<file path="config.mk">
export PLATFORM = sky130hd
export DESIGN_NAME = muldiv_sequencer_flat
export DESIGN_NICKNAME = d
export VERILOG_FILES = /design/src/rtl/muldiv_sequencer_if.sv /design/src/rtl/muldiv_sequencer.sv /design/src/flat_wrapper.sv
export SDC_FILE = /design/constraint.sdc
export NUM_CORES = 1
export LEC_CHECK = 0
export CAP_MARGIN = 20
export CORE_AREA = 2 2 149 260
export CTS_CLUSTER_SIZE = 10
export DETAILED_ROUTE_END_ITERATION = 12
export DIE_AREA = 0 0 151 262
export SLEW_MARGIN = 5
export SYNTH_ARGS = -nofsm -noshare
export SYNTH_HDL_FRONTEND = slang
export SYNTH_SLANG_ARGS = --single-unit
</file>
<file path="constraint.sdc">
create_clock -name i_clk -period 9.1 [get_ports i_clk]
set_clock_uncertainty 0.1 [all_clocks]
set_input_delay 2.275 -clock i_clk [delete_from_list [all_inputs] [get_ports i_clk]]
set_output_delay 2.275 -clock i_clk [all_outputs]
set_load 0.03 [all_outputs]
</file>
<file path="src/rtl/muldiv_sequencer_if.sv">
// Control <-> mult/div sequencer bus: start request, operands, status strobes and HI/LO results.
// MULDIV_UNSIGNED_EN adds signed_op (0 selects MULTU/DIVU).
interface muldiv_sequencer_if #(
    parameter int unsigned WIDTH = 32
);
    logic             start;
    logic             op;
    logic [WIDTH-1:0] operand_a;
    logic [WIDTH-1:0] operand_b;
`ifdef MULDIV_UNSIGNED_EN
    logic             signed_op;
`endif
    logic             busy;
    logic             done;
    logic             div_zero;
    logic             div_mult;
    logic             reg_high_w;
    logic             reg_low_w;
    logic [WIDTH-1:0] high_out;
    logic [WIDTH-1:0] low_out;

    modport master (
        output
`ifdef MULDIV_UNSIGNED_EN
        signed_op,
`endif
        start, op, operand_a, operand_b,
        input  busy, done, div_zero, div_mult, reg_high_w, reg_low_w, high_out, low_out
    );

    modport slave (
        input
`ifdef MULDIV_UNSIGNED_EN
        signed_op,
`endif
        start, op, operand_a, operand_b,
        output busy, done, div_zero, div_mult, reg_high_w, reg_low_w, high_out, low_out
    );
endinterface

</file>
<file path="src/rtl/muldiv_sequencer.sv">
// Iterative signed MULT (shift-add) / DIV (restoring) engine with its sequencing FSM.
// MULDIV_UNSIGNED_EN enables the signed_op input for MULTU/DIVU.
module muldiv_sequencer #(
    parameter int unsigned WIDTH = 32
) (
    input  logic              i_clk,
    input  logic              i_rst_n,
    muldiv_sequencer_if.slave io_bus
);
    localparam int unsigned CntW = $clog2(WIDTH);

    typedef enum logic [2:0] {StIdle, StLoad, StRun, StFix, StWrite, StZero} state_e;

    state_e             r_state;
    logic [CntW-1:0]    r_cnt;
    logic [WIDTH-1:0]   r_a;
    logic [WIDTH-1:0]   r_b;
    logic [WIDTH-1:0]   r_hi;
    logic [WIDTH-1:0]   r_lo;
    logic               r_neg_res;
    logic               r_neg_rem;
    logic               r_busy;
    logic               r_done;
    logic               r_div_zero;
    logic               r_div_mult;
    logic               r_reg_w;
    logic [WIDTH-1:0]   r_high_out;
    logic [WIDTH-1:0]   r_low_out;

    logic               w_signed;
    logic               w_sign_a;
    logic               w_sign_b;
    logic [WIDTH-1:0]   w_abs_a;
    logic [WIDTH-1:0]   w_abs_b;
    logic [WIDTH:0]     w_sum;
    logic [WIDTH:0]     w_shift;
    logic [WIDTH:0]     w_diff;
    logic               w_ge;
    logic [2*WIDTH-1:0] w_prod;

`ifdef MULDIV_UNSIGNED_EN
    logic r_signed;
    assign w_signed = r_signed;
`else
    assign w_signed = 1'b1;
`endif

    assign w_sign_a = w_signed & r_a[WIDTH-1];
    assign w_sign_b = w_signed & r_b[WIDTH-1];
    assign w_abs_a  = w_sign_a ? -r_a : r_a;
    assign w_abs_b  = w_sign_b ? -r_b : r_b;

    // Mult: {r_hi, r_lo} is the product/multiplier pair shifted right each step.
    assign w_sum    = {1'b0, r_hi} + (r_lo[0] ? {1'b0, r_a} : '0);
    // Div: r_hi is the partial remainder, r_lo shifts dividend bits out and quotient bits in.
    assign w_shift  = {r_hi, r_lo[WIDTH-1]};
    assign w_ge     = w_shift >= {1'b0, r_b};
    assign w_diff   = w_shift - {1'b0, r_b};
    assign w_prod   = r_neg_res ? -{r_hi, r_lo} : {r_hi, r_lo};

    always_ff @(posedge i_clk or negedge i_rst_n) begin
        if (!i_rst_n) begin
            r_state    <= StIdle;
            r_cnt      <= '0;
            r_a        <= '0;
            r_b        <= '0;
            r_hi       <= '0;
            r_lo       <= '0;
            r_neg_res  <= 1'b0;
            r_neg_rem  <= 1'b0;
            r_busy     <= 1'b0;
            r_done     <= 1'b0;
            r_div_zero <= 1'b0;
            r_div_mult <= 1'b0;
            r_reg_w    <= 1'b0;
            r_high_out <= '0;
            r_low_out  <= '0;
`ifdef MULDIV_UNSIGNED_EN
            r_signed   <= 1'b0;
`endif
        end else begin
            r_done     <= 1'b0;
            r_div_zero <= 1'b0;
            r_reg_w    <= 1'b0;
            unique case (r_state)
                StIdle: begin
                    if (io_bus.start) begin
                        r_div_mult <= io_bus.op;
                        r_a        <= io_bus.operand_a;
                        r_b        <= io_bus.operand_b;
`ifdef MULDIV_UNSIGNED_EN
                        r_signed   <= io_bus.signed_op;
`endif
                        if (!io_bus.op && io_bus.operand_b == '0) begin
                            r_state    <= StZero;
                            r_done     <= 1'b1;
                            r_div_zero <= 1'b1;
                        end else begin
                            r_state <= StLoad;
                            r_busy  <= 1'b1;
                        end
                    end
                end
                StLoad: begin
                    r_a       <= w_abs_a;
                    r_b       <= w_abs_b;
                    r_hi      <= '0;
                    r_lo      <= r_div_mult ? w_abs_b : w_abs_a;
                    r_neg_res <= w_sign_a ^ w_sign_b;
                    r_neg_rem <= w_sign_a;
                    r_cnt     <= CntW'(WIDTH - 1);
                    r_state   <= StRun;
                end
                StRun: begin
                    if (r_div_mult) begin
                        r_hi <= w_sum[WIDTH:1];
                        r_lo <= {w_sum[0], r_lo[WIDTH-1:1]};
                    end else begin
                        r_hi <= w_ge ? w_diff[WIDTH-1:0] : w_shift[WIDTH-1:0];
                        r_lo <= {r_lo[WIDTH-2:0], w_ge};
                    end
                    r_cnt <= r_cnt - CntW'(1);
                    if (r_cnt == '0) begin
                        r_state <= StFix;
                    end
                end
                StFix: begin
                    if (r_div_mult) begin
                        r_high_out <= w_prod[2*WIDTH-1:WIDTH];
                        r_low_out  <= w_prod[WIDTH-1:0];
                    end else begin
                        r_high_out <= r_neg_rem ? -r_hi : r_hi;
                        r_low_out  <= r_neg_res ? -r_lo : r_lo;
                    end
                    r_busy  <= 1'b0;
                    r_done  <= 1'b1;
                    r_reg_w <= 1'b1;
                    r_state <= StWrite;
                end
                StWrite: r_state <= StIdle;
                StZero:  r_state <= StIdle;
                default: r_state <= StIdle;
            endcase
        end
    end

    assign io_bus.busy       = r_busy;
    assign io_bus.done       = r_done;
    assign io_bus.div_zero   = r_div_zero;
    assign io_bus.div_mult   = r_div_mult;
    assign io_bus.reg_high_w = r_reg_w;
    assign io_bus.reg_low_w  = r_reg_w;
    assign io_bus.high_out   = r_high_out;
    assign io_bus.low_out    = r_low_out;
endmodule

</file>
<file path="src/flat_wrapper.sv">
// flat-port wrapper written by rule: the top's interface ports become plain ports
module muldiv_sequencer_flat 
#(
    parameter int unsigned WIDTH = 32
)
  (i_clk, i_rst_n, io_bus_start, io_bus_op, io_bus_operand_a, io_bus_operand_b, io_bus_busy, io_bus_done, io_bus_div_zero, io_bus_div_mult, io_bus_reg_high_w, io_bus_reg_low_w, io_bus_high_out, io_bus_low_out);
  muldiv_sequencer_if #(.WIDTH(WIDTH)) io_bus_i ();
  input  logic i_clk;
  input  logic i_rst_n;
  input wire logic [$bits(io_bus_i.start)-1:0] io_bus_start;
  input wire logic [$bits(io_bus_i.op)-1:0] io_bus_op;
  input wire logic [$bits(io_bus_i.operand_a)-1:0] io_bus_operand_a;
  input wire logic [$bits(io_bus_i.operand_b)-1:0] io_bus_operand_b;
  output wire logic [$bits(io_bus_i.busy)-1:0] io_bus_busy;
  output wire logic [$bits(io_bus_i.done)-1:0] io_bus_done;
  output wire logic [$bits(io_bus_i.div_zero)-1:0] io_bus_div_zero;
  output wire logic [$bits(io_bus_i.div_mult)-1:0] io_bus_div_mult;
  output wire logic [$bits(io_bus_i.reg_high_w)-1:0] io_bus_reg_high_w;
  output wire logic [$bits(io_bus_i.reg_low_w)-1:0] io_bus_reg_low_w;
  output wire logic [$bits(io_bus_i.high_out)-1:0] io_bus_high_out;
  output wire logic [$bits(io_bus_i.low_out)-1:0] io_bus_low_out;
  assign io_bus_i.start = io_bus_start;
  assign io_bus_i.op = io_bus_op;
  assign io_bus_i.operand_a = io_bus_operand_a;
  assign io_bus_i.operand_b = io_bus_operand_b;
  assign io_bus_busy = io_bus_i.busy;
  assign io_bus_done = io_bus_i.done;
  assign io_bus_div_zero = io_bus_i.div_zero;
  assign io_bus_div_mult = io_bus_i.div_mult;
  assign io_bus_reg_high_w = io_bus_i.reg_high_w;
  assign io_bus_reg_low_w = io_bus_i.reg_low_w;
  assign io_bus_high_out = io_bus_i.high_out;
  assign io_bus_low_out = io_bus_i.low_out;
  muldiv_sequencer #(.WIDTH(WIDTH)) u_core (.i_clk(i_clk), .i_rst_n(i_rst_n), .io_bus(io_bus_i));
endmodule
</file>
======== Word level (Yosys, flattened, before mapping) ========
Cells that the tools add are included.
word-level totals
  register bits after elaboration ......... 207
  bits of input ports ..................... 68
  word-level logic and storage cells ...... 74
operators by class
  add/subtract/negate cells ............... 8
  magnitude comparators ................... 1
  equal/unequal tests ..................... 6
  mux-type cells .......................... 31
  bitwise operators ....................... 1
  reduce and logical (&&, ||, !) cells .... 12
operator list
  kind                 number
  $mux 32              13
  $pmux 32 s2          4
  $neg 32->32          4
  $mux 64              1
  $neg 64->64          1
  $add 32x32->33       1
  $ge 33x32->1         1
  $logic_not 32->1     1
  $sub 32x32->32       1
  $pmux 3 s4           1
  $pmux 5 s2           1
  $mux 3               3
  $eq 3x2->1 const B   2
  $mux 1               6
  $reduce_and 2->1     3
  $reduce_bool 2->1    3
  $logic_not 5->1      1
  $sub 5x1->5 const B  1
  $ne 2x2->1 const B   2
  $pmux 1 s2           2
  $eq 3x1->1 const B   1
  $logic_not 3->1      1
  $reduce_and 3->1     1
  $ne 2x1->1 const B   1
  3 further kinds      3

======== Longest topological paths before layout ========
Gate-level depths: netlist of the first run.
  word-level depth ........................ 5
  depth in mapped cells ................... 14
  mapped depth without buffers ............ 14

======== Worst setup path before layout of the first run ========
Ideal clock, no wire load.
  kind .................................... input to register
  from .................................... input port io_bus_start
  to ...................................... register u_core.r_b[10]
  arrival ................................. 3379 ps
  required time ........................... 8917 ps
  setup slack ............................. 5538 ps
  stages on the path ...................... 6
  buffers on the path ..................... 2
  cells stage by stage .................... nand2b_1 -> nor3_1 -> clkbuf_1 -> buf_1 -> a22oi_1 -> o21ai_0
on the way
  longest elaborated chain between the ends .. 2
ends and longest elaborated chain
  item                        line                     source
  start: declaration          flat_wrapper.sv:10       input wire logic [$bits(io_bus_i.start)-1:0] io_bus_start;
  $ne 2x2->1 (no line)        -
  $reduce_and 2->1 (no line)  -
  end signal: assignment      muldiv_sequencer.sv:90   r_b <= io_bus.operand_b;
  end signal: assignment      muldiv_sequencer.sv:106  r_b <= w_abs_b;
  end: declaration            muldiv_sequencer.sv:17   logic [WIDTH-1:0] r_b;
No other way between the ends.
A chain may end at the register's enable or synchronous reset.

======== Final worst setup path of the first run ========
  from .................................... register u_core.r_b[8]
  to ...................................... register u_core.r_hi[14]
on the way
  longest elaborated chain between the ends .. 4
  elaborated cells on any way between the ends .. 5
  those cells by class .................... add/sub (1); order compare (1); mux (3)
ends and longest elaborated chain
  item                                            line                                            source
  $sub 32x32->32 or $ge 33x32->1 (tied branches)  muldiv_sequencer.sv:58, muldiv_sequencer.sv:57
  $mux 32 (*)                                     muldiv_sequencer.sv:119                         r_hi <= w_ge ? w_diff[WIDTH-1:0] : w_shift[WIDTH-1:0];
  $mux 32 (*)                                     muldiv_sequencer.sv:115                         if (r_div_mult) begin
  $pmux 32 s2 (*)                                 muldiv_sequencer.sv:85                          unique case (r_state)
  end signal: assignment                          muldiv_sequencer.sv:116                         r_hi <= w_sum[WIDTH:1];
  end signal: assignment                          muldiv_sequencer.sv:119
  end: declaration                                muldiv_sequencer.sv:18                          logic [WIDTH-1:0] r_hi;
Every way passes the cells marked *; elsewhere a longest branch is shown, timed or not.

==> summary.md, run 1 <==
| Metric | Value |
|---|---|
| Initial DRC Count | 1252 |
| Hold path depth | 2 |
| Mux contribution to synthesized area | 3.963% |
| Post-synth EDFFs | 0 |
| GRT Util Overall | between 30% and 40% |
| Worst Path Arrival | around 4900 ps |
| Dpl ws | between 4000 and 5000 ps |
| Worst-Margin Slew | around 1000 ps |
| CTS tree | built |
| Post-synthesis compound-gate area fraction | a little over a quarter |
| Routed Antenna Nets | 0 |
| Mapped Cells | 1943 |
| Setup TNS | 0 ps |
| Leak | 7.776 nW |
| Avg Synthesized Cell Area | between 8 and 9 um2 |
| Leading cell type in the layout, fill and taps excluded | nand2_1 |
| Period Utilization, post-route | 50.06% |
| Status | complete, no violations |
| Drt first pass iters | 5 |
| Vias in the first global route | approximately 15k |
| Htree depth | 1 |
| Core ar. | between 30000 and 40000 um2 |
| Crit-path cells | inv_1 -> ha_1 -> nand3_1 -> nor3_1 -> o31ai_1 -> a21oi_1 -> a41oi_1 -> o21ai_2 -> buf_4 -> mux2i_1 -> o21ai_0 -> a22o_1 |
| Main synth FF type | dfrtp_1 |
| Via-per-instance ratio | about 6.3 |
| Synth Area in XOR/XNOR | 9.119% |
| P per Cell Area | 457.0 nW/um2 |
| Worst Path Max Fanout | 15 |
| Hold Vio Cnt, Final | 0 |
| Data required, critical path | 9440 ps |
| Storage element area | ~5200 um2 |
| Post-synthesis simple-gate area fraction | 17.86% |
| Initial antenna violation count | 0 |
| # IOs | 138 |
| Worst VDD drop | between 0.15 and 0.2 mV |
| CTS Buffer Depth | 3 |
| Final Critical Period | 4556 ps |
| Net Count, Synth | about 2.1k |
| Gpl congestion | roughly 0.94 |
| Slowest Stage Delay on Critical Path | around 860 ps |
| Clock latency on the worst-skew pair | 550 ps |
| Routed len/inst | roughly 25 um |
| Sequential area share after synthesis | 32.49% |
| CP delay by family, top | compound AO/OA/AOI/OAI gates |
| DRC | 0 |
| Largest net degree at the start of global routing | 117 |
| CTS Buf Count | 24 |
| Post-CTS setup buffers | 0 |
| DRT Wirelength | 61640 um |
| Syn Std Cell Area | 15940 um2 |
| Startpoint Class | flip-flop |
| Worst reg-to-reg path cell count | 12 |
| Crit Path Class | reg2reg |
| Post-DP HPWL | 46610 um |
| WP depth | 12 |
| Die ar. | 39560 um2 |
| Fill count | 3717 |
| Worst rel slew slack | 33.53% |
| Routed vias | around 16k |
| YS warnings | 0 |
| # Max-Cap Violations | 0 |
| Buf+Inv Stages, Crit Path | 2 |
| Critical path's slowest cell | o21ai_2 |
| Die Ht | 262 um |
| Min-delay worst type | reg2reg |
| Final design utilization | 48.93% |
| Adder-cell area share of the yosys netlist | 5.745% |
| Slew Viols, Final | 0 |
| Starting Density | 42.63% |
| Largest family of logic cells by synthesized area | compound AO/OA/AOI/OAI gates |
| # diodes | 0 |
| Min setup slack post-route | 4544 ps |
| Sink Count | 207 |
| Clk pin slew, worst setup/hold paths | 70 ps |
| # hold bufs at CTS | 0 |
| Final setup viols | 0 |
| Cell row count | 94 |
| Max Fclk | 219.5 MHz |
| Gr ovfl total | 0 |
| Final #Nets | approximately 2.1k |
| Root Buffer | clkbuf_16 |
| Area grow syn2layout | 14.78% |
| Total chip power | 8.362 mW |
| Resized Gates After CTS | 0 |
| Setup crit end kind | flip-flop |
| Area of the multi-input gates | 10080 um2 |
| Netlist cell types | 75 |
| Number of buffers added on ports | 137 |
| Synth async-reset ratio | 100.0% |
| RSZ-0062 raised after global routing | false |
| Layout cells sized above 1 | 3.928% |
| Die Width | about 150 um |
| Synth Register Bits | 207 |
| First-pass GRT wire length | 92370 um |
| Most frequent cells in the layout | nand2_1, o21ai_0, dfrtp_1, clkdlybuf4s50_1, a21oi_1 |
==> sequential cells by signal, indices dropped and copies added, names as in the netlist <==
name                      cells
u_core.r_state                3
u_core.io_bus.div_mult        1
u_core.r_b                   32
u_core.r_cnt                  5
u_core.io_bus.div_zero        1
u_core.r_lo                  32
u_core.io_bus.done            1
u_core.io_bus.low_out        32
u_core.io_bus.busy            1
u_core.r_neg_res              1
u_core.io_bus.high_out       32
u_core.r_hi                  32
u_core.r_neg_rem              1
u_core.r_a                   32
u_core.io_bus.reg_high_w      1
==> tightest hold or removal path, stage by stage (launching register included) <==
cell and delay, ps:
dfrtp_1 340, nand2_1 40, o21ai_0 60
==> kinds of logic (layout without fill, tap and decap cells) <==
group           Yosys count  in the layout
compound gates          653            653
simple gates            597            597
flops                   207            207
buf+inv                 185            253
xor+xnor                166            166
fa+ha+maj                72             72
mux                      63             63
==> Yosys cell counts (41+ instances only) <==
library cell,count,share of area [%]
xor2_1,80,4.4
nor2_1,83,2.0
ha_1,70,5.5
xnor2_1,86,4.7
mux2i_1,62,3.9
dfrtp_1,207,32
a22oi_1,46,2.2
a21oi_1,129,4.0
o21ai_0,216,6.8
nand2_1,267,6.3
clkbuf_1,90,2.1
nor3_1,41,1.3
inv_1,67,1.6
==> layer usage <==
layer | track usage, % | routed length [um] | vias to the layer above
li1 | - | - | 7225
met1 | 34.54 | 22260 | 7589
met2 | 54.14 | 30620 | 661
met3 | 2.795 | 3036 | 211
met4 | 23.49 | 5729 | 0
met5 | 0 | 0 | -
==> layout make-up <==
cell class,count,area share [%]
well taps,480,3.282
clock inverters,1,0.08889
clock buffers,27,3.398
repair buffers,157,8.403
flip-flops and latches,207,28.33
inverters,68,1.395
multi-input cells,1551,55.10
==> worst paths after layout <==
check,startpoint,end,slack [ps]
worst max-delay path,u_core.r_b[8]$_DFFE_PN0P_,u_core.r_hi[14]$_DFFE_PN0P_,4540
worst min register to register,u_core.io_bus.high_out[8]$_DFFE_PN0P_,u_core.io_bus.high_out[8]$_DFFE_PN0P_,370
min in group asynchronous,i_rst_n,u_core.r_hi[22]$_DFFE_PN0P_,1660
worst min-delay path,u_core.io_bus.high_out[8]$_DFFE_PN0P_,u_core.io_bus.high_out[8]$_DFFE_PN0P_,370
max in group asynchronous,i_rst_n,u_core.io_bus.low_out[15]$_DFFE_PN0P_,6050
worst max register to register,u_core.r_b[8]$_DFFE_PN0P_,u_core.r_hi[14]$_DFFE_PN0P_,4540
==> stage by stage <==
step / std cells / hold slack, ps / instance area, um2
floorplan: 1943 / 357.6 / 15940
global placement: 2463 / 361.1 / 17660
detailed placement: 2463 / 369.5 / 17660
CTS: 2491 / 381.8 / 18300
global route: 2491 / 390.1 / 18300
finish: 2491 / 374.4 / 18300
==> power by group <==
group / total, mW / internal (mW) / switching (mW)
registers: 2.02 / 1.33 / 0.689
clock network: 0.863 / 0.476 / 0.388
logic: 5.48 / 2.06 / 3.42
Note: power is estimated with default switching activity, not from simulation.
==> inputs of run 2 (changes only) <==
==> constraint.sdc (replaced) <==
create_clock -name i_clk -period 4.2 [get_ports i_clk]
set_clock_uncertainty 0.1 [all_clocks]
set_input_delay 1.05 -clock i_clk [delete_from_list [all_inputs] [get_ports i_clk]]
set_output_delay 1.05 -clock i_clk [all_outputs]
set_load 0.03 [all_outputs]
==> run 2 against run 1 <==
Fmax is 18% higher. Global-route usage is 0.65 points higher. Die area stayed put. Cell area is 1.8% higher. Sequential cell count stayed put. Clock-buffer cell count is 2 higher. Register-to-register slack worse by 4200 ps. Hold slack worse by 25 ps. Largest power group unchanged.
==> summary.md, run 2 (synthesis results as in run 1) <==
| Metric | Value |
|---|---|
| Status | complete, no violations |
| CTS tree | built |
| Worst-Margin Slew | 952.0 ps (-45.11 ps) |
| Hold Vio Cnt, Final | 0 (unchanged) |
| Worst VDD drop | 0.6434 mV (+240%) |
| Worst reg-to-reg path cell count | 11 (-1) |
| Final design utilization | 49.83% (+0.90 points) |
| Max Fclk | 258.0 MHz (+18%) |
| Number of buffers added on ports | 137 (unchanged) |
| Data required, critical path | 4600 ps (-4840 ps) |
| Gr ovfl total | 0 (unchanged) |
| Leading cell type in the layout, fill and taps excluded | nand2_1 |
| Crit-path cells | ha_1 -> a211oi_1 -> o21bai_1 -> a21boi_0 -> o21ai_0 -> a41oi_1 -> o21ai_2 -> buf_4 -> mux2i_1 -> a221oi_1 -> a22o_1 |
| CTS Buf Count | 25 (+4.2%) |
| Worst rel slew slack | 36.54% (+3.0 points) |
| Gpl congestion | 1.015 (+8.1%) |
| Layout cells sized above 1 | 5.433% (+1.5 points) |
| # Max-Cap Violations | 0 (unchanged) |
| Critical path's slowest cell | dfrtp_1 |
| Slew Viols, Final | 0 (unchanged) |
| Resized Gates After CTS | 0 (unchanged) |
| Period Utilization, post-route | 92.30% (+42 points) |
| CTS Buffer Depth | 3 (unchanged) |
| Routed vias | 15.86k (+1.1%) |
| Vias in the first global route | 15.95k (+3.7%) |
| # hold bufs at CTS | 0 (unchanged) |
| GRT Util Overall | 31.62% (+0.65 points) |
| Worst Path Max Fanout | 10 (-5) |
| Design area | 18640 um2 (+1.8%) |
| Initial antenna violation count | 0 (unchanged) |
| # diodes | 0 (unchanged) |
| # IOs | 138 (unchanged) |
| Routed Antenna Nets | 0 (unchanged) |
| Largest net degree at the start of global routing | 101 (-14%) |
| Die Ht | 262 um (unchanged) |
| DRC | 0 (unchanged) |
| Root Buffer | clkbuf_16 |
| Area grow syn2layout | 16.90% |
| Startpoint Class | flip-flop |
| DRT Wirelength | 62800 um (+1.9%) |
| Clock latency on the worst-skew pair | 570 ps (+20 ps) |
| Reg2reg end | u_core.r_hi[20]$_DFFE_PN0P_ |
| Area after DPL | 17920 um2 (+1.5%) |
| Worst Path Arrival | 4280 ps (-610 ps) |
| Via-per-instance ratio | 6.286 (-0.17%) |
| Min-delay worst type | in2async |
| Cell row count | 94 (unchanged) |
| Htree depth | 1 (unchanged) |
| Setup TNS | 0 ps (unchanged) |
| Starting Density | 42.63% (unchanged) |
| Slack of the worst reg-to-reg path | 320 ps (-4220 ps) |
| Die ar. | 39560 um2 (unchanged) |
| Routed len/inst | 24.89 um (+0.58%) |
| Drt first pass iters | 5 (unchanged) |
| Core ar. | 37400 um2 (unchanged) |
| Post-DP HPWL | 48180 um (+3.4%) |
| Clk pin slew, worst setup/hold paths | 60 ps (about the same) |
| Worst flop-to-flop path startpoint | u_core.r_hi[13]$_DFFE_PN0P_ |
| First-pass GRT wire length | 93880 um (+1.6%) |
| Final setup viols | 0 (unchanged) |
| Leak | 7.976 nW (+2.6%) |
| P per Cell Area | 997.2 nW/um2 (+120%) |
| Crit Path Class | reg2reg |
| Most frequent cells in the layout | nand2_1, o21ai_0, dfrtp_1, clkdlybuf4s50_1, a21oi_1 |
| Final #Nets | 2178 (+1.3%) |
| Slowest Stage Delay on Critical Path | 740 ps (-120 ps) |
| Final Critical Period | 3876 ps (-679.2 ps) |
| Post-CTS setup buffers | 0 (unchanged) |
| RSZ-0062 raised after global routing | false |
| Sink Count | 207 (unchanged) |
| Setup crit end kind | flip-flop |
| Initial DRC Count | 1136 (-9.3%) |
| Die Width | 151 um (unchanged) |
==> run 2: worst max path at each step <==
| stage | end | from |
|---|---|---|
| floorplan | u_core.r_hi[20]$_DFFE_PN0P_ | u_core.r_lo[31]$_DFFE_PN0P_ |
| global placement | u_core.r_hi[20]$_DFFE_PN0P_ | u_core.r_hi[0]$_DFFE_PN0P_ |
| detailed placement | u_core.r_hi[20]$_DFFE_PN0P_ | u_core.r_hi[0]$_DFFE_PN0P_ |
| CTS | u_core.r_hi[20]$_DFFE_PN0P_ | u_core.r_b[8]$_DFFE_PN0P_ |
| global route | u_core.r_hi[20]$_DFFE_PN0P_ | u_core.r_lo[31]$_DFFE_PN0P_ |
| finish | u_core.r_hi[20]$_DFFE_PN0P_ | u_core.r_hi[13]$_DFFE_PN0P_ |
==> run 2: per-stage QoR <==
step	instances	total power [mW]	hold slack (ps)	setup slack, ps
floorplan	1943	12.07	357.6	1002
global placement	2491	16.22	361.3	451.3
detailed placement	2491	16.34	369.6	412.1
CTS	2523	18.45	347.8	404.3
global route	2523	19.82	367.3	19.06
finish	2523	18.58	349.0	323.5
==> run 2: report_power, final <==
part | leakage [nW] | internal, mW | switching (mW)
clock network | 0.353 | 1.16 | 0.891
logic | 5.02 | 4.62 | 7.59
registers | 2.60 | 2.88 | 1.45
total | 7.98 | 8.66 | 9.92
==> run 2: critical path, delay by kind of cell, from the launching register on <==
| family | cells | cell delay, ps |
|---|---|---|
| buffers and inverters | 1 | 270 |
| multiplexers | 1 | 140 |
| flip-flops | 1 | 740 |
| AO/OA/AOI/OAI | 8 | 2100 |
| adder cells (fa/ha/maj) | 1 | 430 |
==> run 2: per-layer routing <==
metal,global-route usage [%],wire (um)
met2,54.91,30940
met5,0,0
met3,3.420,3195
met4,26.84,6402
met1,34.01,22260
==> run 2: layout make-up <==
type / instances / area (um2)
fillers: 3667 / 18760
multi-input cells: 1551 / 10080
repair buffers: 185 / 1798
flip-flops and latches: 207 / 5184
clock inverters: 3 / 55.05
inverters: 68 / 255.2
clock buffers: 29 / 660.6
well taps: 480 / 600.6
==> inputs of run 3 (changes only) <==
--- a/config.mk
+++ b/config.mk
@@ -10,6 +10,7 @@
 export CTS_CLUSTER_SIZE = 10
 export DETAILED_ROUTE_END_ITERATION = 12
 export DIE_AREA = 0 0 151 262
+export HOLD_SLACK_MARGIN = 0.05
 export SLEW_MARGIN = 5
 export SYNTH_ARGS = -nofsm -noshare
 export SYNTH_HDL_FRONTEND = slang
==> results of run 3 <==
Final layout, timing and power as in run 2 (identical DEF).
